### src/rtl/sched_pkg.sv
// Shared opcode constants, scheduler state and per-instruction decode for the dual-issue scheduler.
package sched_pkg;

    localparam logic [5:0] RTYPE = 6'h00;
    localparam logic [5:0] J     = 6'h02;
    localparam logic [5:0] BEQ   = 6'h04;
    localparam logic [5:0] BNE   = 6'h05;
    localparam logic [5:0] ADDI  = 6'h08;
    localparam logic [5:0] ADDIU = 6'h09;
    localparam logic [5:0] SLTI  = 6'h0A;
    localparam logic [5:0] SLTIU = 6'h0B;
    localparam logic [5:0] ANDI  = 6'h0C;
    localparam logic [5:0] ORI   = 6'h0D;
    localparam logic [5:0] XORI  = 6'h0E;
    localparam logic [5:0] LW    = 6'h23;
    localparam logic [5:0] SW    = 6'h2B;

    typedef enum logic [1:0] {EMPTY, PAIR, SINGLE} state_t;

    // rs/rt carry the source register numbers so hazard checks need only this struct
    typedef struct packed {
        logic       regwrite;
        logic [4:0] dest;
        logic       uses_rs;
        logic       uses_rt;
        logic [4:0] rs;
        logic [4:0] rt;
        logic       is_mem;
        logic       is_ctrl;
    } instr_info_t;

    function automatic instr_info_t decode_info(input logic [31:0] instr);
        instr_info_t info;
        logic [5:0]  op;
        logic        writes;
        op      = instr[31:26];
        info    = '0;
        info.rs = instr[25:21];
        info.rt = instr[20:16];
        case (op)
            RTYPE, LW, ADDI, ADDIU, ANDI, ORI, XORI, SLTI, SLTIU: writes = 1'b1;
            default:                                             writes = 1'b0;
        endcase
        info.dest     = (op == RTYPE) ? instr[15:11] : instr[20:16];
        info.regwrite = writes && (info.dest != 5'd0);
        info.uses_rs  = (op != J);
        info.uses_rt  = (op == RTYPE) || (op == SW) || (op == BEQ) || (op == BNE);
        info.is_mem   = (op == LW) || (op == SW);
        info.is_ctrl  = (op == BEQ) || (op == BNE) || (op == J);
        return info;
    endfunction

endpackage

### src/rtl/pair_hazard_check.sv
// Combinational intra-pair (RAW/WAW/structural) and load-use hazard check for the held pair.
module pair_hazard_check
    import sched_pkg::*;
(
    input  instr_info_t info0,
    input  instr_info_t info1,
    input  logic        lu_valid,
    input  logic [4:0]  lu_dest,
    output logic        dual_ok,
    output logic        lu_hazard0,
    output logic        lu_hazard1
);

    function automatic logic reads_reg(input instr_info_t i, input logic [4:0] r);
        return (i.uses_rs && (i.rs == r)) || (i.uses_rt && (i.rt == r));
    endfunction

    logic raw;
    logic waw;
    logic unused_ok;

    assign lu_hazard0 = lu_valid && (lu_dest != 5'd0) && reads_reg(info0, lu_dest);
    assign lu_hazard1 = lu_valid && (lu_dest != 5'd0) && reads_reg(info1, lu_dest);

    assign raw = info0.regwrite && reads_reg(info1, info0.dest);
    assign waw = info0.regwrite && info1.regwrite && (info0.dest == info1.dest);

    assign dual_ok = !info1.is_mem && !info1.is_ctrl && !info0.is_ctrl &&
                     !raw && !waw && !lu_hazard0 && !lu_hazard1;

    assign unused_ok = &{1'b0, info0.is_mem};

endmodule

### src/rtl/dual_issue_scheduler.sv
// Two-entry issue buffer: dispatches a fetched pair to pipes A/B together or in order, with load-use bubbles.
module dual_issue_scheduler
    import sched_pkg::*;
#(
    parameter int IW   = 32,
    parameter int PCW  = 32,
    parameter int CNTW = 32
) (
    input  logic            clk,
    input  logic            reset_n,
    input  logic            fetch_valid,
    output logic            fetch_ready,
    input  logic [IW-1:0]   fetch_instr0,
    input  logic [IW-1:0]   fetch_instr1,
    input  logic [PCW-1:0]  fetch_pc,
    input  logic            stall_d,
    input  logic            flush,
    output logic            issue_a_valid,
    output logic [IW-1:0]   issue_a_instr,
    output logic [PCW-1:0]  issue_a_pc,
    output logic            issue_b_valid,
    output logic [IW-1:0]   issue_b_instr,
    output logic [PCW-1:0]  issue_b_pc,
    output logic [CNTW-1:0] dual_cnt,
    output logic [CNTW-1:0] bubble_cnt
);

    state_t         state;
    logic [IW-1:0]  slot0_instr;
    logic [IW-1:0]  slot1_instr;
    logic [PCW-1:0] pair_pc;

    instr_info_t info0;
    instr_info_t info1;
    logic        lu_valid;
    logic [4:0]  lu_dest;
    logic        dual_ok;
    logic        lu_hazard0;
    logic        lu_hazard1;
    logic        drain;
    logic        capture;

    assign info0 = decode_info(slot0_instr);
    assign info1 = decode_info(slot1_instr);

    // The load-use tracker is the LW sitting in issue_a; it clears whenever issue_a_valid drops
    assign lu_valid = issue_a_valid && (issue_a_instr[31:26] == LW);
    assign lu_dest  = issue_a_instr[20:16];

    pair_hazard_check u_hazard (
        .info0      (info0),
        .info1      (info1),
        .lu_valid   (lu_valid),
        .lu_dest    (lu_dest),
        .dual_ok    (dual_ok),
        .lu_hazard0 (lu_hazard0),
        .lu_hazard1 (lu_hazard1)
    );

    assign drain       = ((state == PAIR) && dual_ok) || ((state == SINGLE) && !lu_hazard1);
    assign fetch_ready = !flush && !stall_d && ((state == EMPTY) || drain);
    assign capture     = fetch_valid && fetch_ready;

    always_ff @(posedge clk) begin
        if (!reset_n) begin
            state         <= EMPTY;
            slot0_instr   <= '0;
            slot1_instr   <= '0;
            pair_pc       <= '0;
            issue_a_valid <= 1'b0;
            issue_a_instr <= '0;
            issue_a_pc    <= '0;
            issue_b_valid <= 1'b0;
            issue_b_instr <= '0;
            issue_b_pc    <= '0;
            dual_cnt      <= '0;
            bubble_cnt    <= '0;
        end else if (flush) begin
            state         <= EMPTY;
            issue_a_valid <= 1'b0;
            issue_b_valid <= 1'b0;
        end else if (!stall_d) begin
            issue_a_valid <= 1'b0;
            issue_b_valid <= 1'b0;
            case (state)
                PAIR: begin
                    if (lu_hazard0) begin
                        bubble_cnt <= bubble_cnt + CNTW'(1);
                    end else begin
                        issue_a_valid <= 1'b1;
                        issue_a_instr <= slot0_instr;
                        issue_a_pc    <= pair_pc;
                        if (dual_ok) begin
                            issue_b_valid <= 1'b1;
                            issue_b_instr <= slot1_instr;
                            issue_b_pc    <= pair_pc + PCW'(4);
                            dual_cnt      <= dual_cnt + CNTW'(1);
                        end else begin
                            state <= SINGLE;
                        end
                    end
                end
                SINGLE: begin
                    if (lu_hazard1) begin
                        bubble_cnt <= bubble_cnt + CNTW'(1);
                    end else begin
                        issue_a_valid <= 1'b1;
                        issue_a_instr <= slot1_instr;
                        issue_a_pc    <= pair_pc + PCW'(4);
                    end
                end
                default: ;
            endcase
            // capture only occurs when the buffer is empty or fully drains, so it never races PAIR->SINGLE
            if (capture) begin
                state       <= PAIR;
                slot0_instr <= fetch_instr0;
                slot1_instr <= fetch_instr1;
                pair_pc     <= fetch_pc;
            end else if (drain) begin
                state <= EMPTY;
            end
        end
    end

endmodule

### config.mk
export PLATFORM = sky130hd
export DESIGN_NAME = dual_issue_scheduler
export DESIGN_NICKNAME = d
export VERILOG_FILES = /design/src/rtl/sched_pkg.sv /design/src/rtl/pair_hazard_check.sv /design/src/rtl/dual_issue_scheduler.sv
export SDC_FILE = /design/constraint.sdc
export NUM_CORES = 1
export LEC_CHECK = 0
export ABC_CLOCK_PERIOD_IN_PS = 3100
export CAP_MARGIN = 5
export CORE_ASPECT_RATIO = 0.8
export CORE_MARGIN = 3
export CORE_UTILIZATION = 47
export DETAILED_ROUTE_END_ITERATION = 12
export GPL_TIMING_DRIVEN = 1
export PLACE_DENSITY = 0.74
export RECOVER_POWER = 100
export SETUP_SLACK_MARGIN = 0.05
export SYNTH_ARGS = -nofsm -noshare
export SYNTH_HDL_FRONTEND = slang
export SYNTH_SLANG_ARGS = --single-unit
### constraint.sdc
create_clock -name clk -period 3.1 [get_ports clk]
set_input_delay 0.62 -clock clk [delete_from_list [all_inputs] [get_ports clk]]
set_output_delay 0.62 -clock clk [all_outputs]
set_load 0.1 [all_outputs]
==> results.md <==
* Synthesized area per cell at around 8.7 µm²
* Max-slew violations at 0
* Power density over the cells at 485.2 mW/mm²
* IO Pins at ~300
* Max-cap violations at 0
* Pre-CTS WS at -213.0 ps
* Total GRT Usage at a little over a quarter
* Clock skew at between 20 and 30 ps
* Sink Count at ~300
* Startpoint type of the worst setup path: register
* Layout area overhead at 30.98%
* CTS buffer count at 30
* Status: complete, but fails checks
* Ys flop type: dfxtp_1
* RSZ-0062 raised after global routing: true
* Syn Inst Count at 1,613
* Slew headroom at 3.775%
* Synth top cells by count: nand2_1, dfxtp_1, mux2i_1, nor2_1, clkbuf_1
* Detail Placement HPWL at approximately 32 mm
* Fin Setup TNS at -17,940 ps
* Row Count at between 50 and 60
* DRT iter0 DRCs at a little over 900
* First-pass GRT wire length at between 70 and 80 mm
* Unique cell type count in the Yosys netlist at 68
* Root Buffer: clkbuf_16
* Vias in the first global route at around 13,000
* CP peak stage delay at roughly 430 ps
* Final wirelength at 45.31 mm
* Seq/Total Area, Yosys at a little over two fifths
* Post-DRT Antenna Nets at 0
* RD Place Congestion at approximately 0.95
* Crit-path slowest cell: a2111o_1
* Initial antenna violation count at 5
* Final Hold Viols at 0
* Fmax at roughly 0.27 GHz
* # DRC at 0
* Chip width at between 150 and 200 µm
* Most area-hungry cell type in the Yosys netlist: dfxtp_1
* Register bit count reported by yosys at approximately 290
* Setup ws final at -611.0 ps
* Bufs on Longest Clock Path at 3
* Port buffer count at between 200 and 300
* Most numerous cell in the Yosys netlist: nand2_1
* Maximum vdd drop at slightly above 0.0004 V
* Setup violators final at 150
* Area contributors post-synth: dfxtp_1, mux2i_1, nand2_1
* Min Hold Slack at between 400 and 500 ps
* Worst min path class: reg2reg
* Placeable Area at around 0.029 mm²
* Crit end category: output pin
* Vias per cell at 5.616
* Area of the mapped netlist at 0.01400 mm²
* Async SR Flop Fraction at 0%
* Final Total Pwr at 8.895 mW
* Cell leakage power at roughly 6.3 nW
* Type of the worst setup path: reg2out
* Tcrit/Tclk final at 119.7%
* CP max FO at 8
* YS warnings at 0
* Skew-Pair Late Insertion Delay at approximately 570 ps
* CP arrival at just over 3000 ps
* Grt ovf at 0
* Req. time, crit path at ~2500 ps
* Die height at between 150 and 200 µm
* Tmin final at 3711 ps
* WL/cell at between 15 and 20 µm
* Mapped Nets at about 1,700
* Number of synthesized flops with an enable pin at 0
* Fin nets at approximately 2,000
* Area of the die at between 0.03 and 0.04 mm²
* CTS H-tree depth at 1
* DR vias at approximately 13,000
* Tightest Pin Transition at about 1400 ps
* TritonCTS clock tree: yes
* R2R depth at 17
* First drt pass iteration count at 5
* Initial Util at between 40% and 50%
* Largest net degree at the start of global routing at 100
* CP Cell Sequence: buf_6, nor4_4, buf_4, buf_6, and3_4, or3_1, a2111o_1, o211ai_2, buf_4, nor4_4, nor2_2, nor2_4, buf_12
* Post-synth top area share at between 40% and 50%
* Worst-path clk slew at approximately 70 ps
* Min-Delay Path Depth at 2
* Hold-fix buffers, CTS at 0
* Violated checks: negative setup slack
* Share of cells above drive strength 1 at ~14%
## repair_timing
item                                    4_1_cts  5_1_grt
endpoints found under the setup margin      167      238
gates resized for setup                      39       47
pin swaps                                    31       27
cloned                                        2        0
buffers inserted                             10        9
## stage by stage
stage	instances	instance area (µm²)	util [%]
after floorplan	1613	14150	-
after CTS	2310	18750	65.19
final	2320	18330	63.74
after detailed placement	2243	17440	60.64
after global placement	2243	17440	60.64
after global routing	2319	18330	63.73
## cell families (layout without fill, tap and decap cells)
kind of cell	Yosys count	in the layout	synth area share, %
AND/OR/NAND/NOR	628	628	21.16
flip-flops	292	292	41.76
AO/OA/AOI/OAI	256	256	12.77
multiplexers	175	175	12.55
buffers and inverters	152	488	4.711
XOR/XNOR	104	104	6.508
adder cells (fa/ha/maj)	6	6	0.5363
other	0	1	0
## flip-flops by register name (all words and copies together) (netlist names), 32 cells and up
signal         cells
slot1_instr       32
issue_b_pc        32
bubble_cnt        32
issue_a_instr     32
pair_pc           32
issue_b_instr     32
dual_cnt          32
issue_a_pc        32
slot0_instr       32
## worst max-delay path: cells and delay by family, from the launching register on
family,cells,cell delay [ps]
and+or+nand+nor,6,800
AOI/OAI and AO/OA,2,630
DFF,1,360
buffers and inverters,5,720
## layout make-up
class	count	area, µm²
Clock inverter	10	125.1
Inverter	19	73.82
Multi-Input combinational cell	1169	7923
Sequential cell	292	5879
Antenna cell	1	2.502
Clock buffer	45	939.7
Timing Repair Buffer	414	2928
Fill cell	2542	10430
Tap cell	370	462.9
## worst paths after layout
check | from | end | slack [ps]
worst max-delay path | slot0_instr[29]$_SDFFE_PN0P_ | fetch_ready | -610
worst min-delay path | slot0_instr[5]$_SDFFE_PN0P_ | slot0_instr[5]$_SDFFE_PN0P_ | 450
worst max register to register | slot0_instr[29]$_SDFFE_PN0P_ | bubble_cnt[18]$_SDFFE_PN0P_ | -400
worst min register to register | slot0_instr[5]$_SDFFE_PN0P_ | slot0_instr[5]$_SDFFE_PN0P_ | 450
## report_power, final
group          total, mW  switching (mW)  internal, mW
registers           3.88          0.0714          3.81
clock network       3.87            1.54          2.33
logic               1.15           0.677         0.470
## metal layers
metal / up-vias / part of all wire (%) / track usage [%]
met5: - / 0.16 / 0
met4: 10 / 1.5 / 5.651
met3: 59 / 8.7 / 7.844
met2: 479 / 44 / 41.51
met1: 6180 / 46 / 38.95
li1: 6300 / - / -
## layout by cell type, fill, tap and decap left out, drive strengths merged, types with 12 or more instances in the layout
cell / n
xor2: 60
nor4: 15
dfxtp: 292
a211oi: 95
xnor2: 44
nand2b: 21
nand4: 31
nor2: 107
nand3: 49
o21ai: 20
or4: 14
nand2: 298
mux2i: 174
buf: 117
inv: 19
clkdlybuf4s50: 99
a21oi: 65
clkbuf: 243
o31ai: 12
and3: 27
and2: 14
Power figures use the tool's default switching activity.
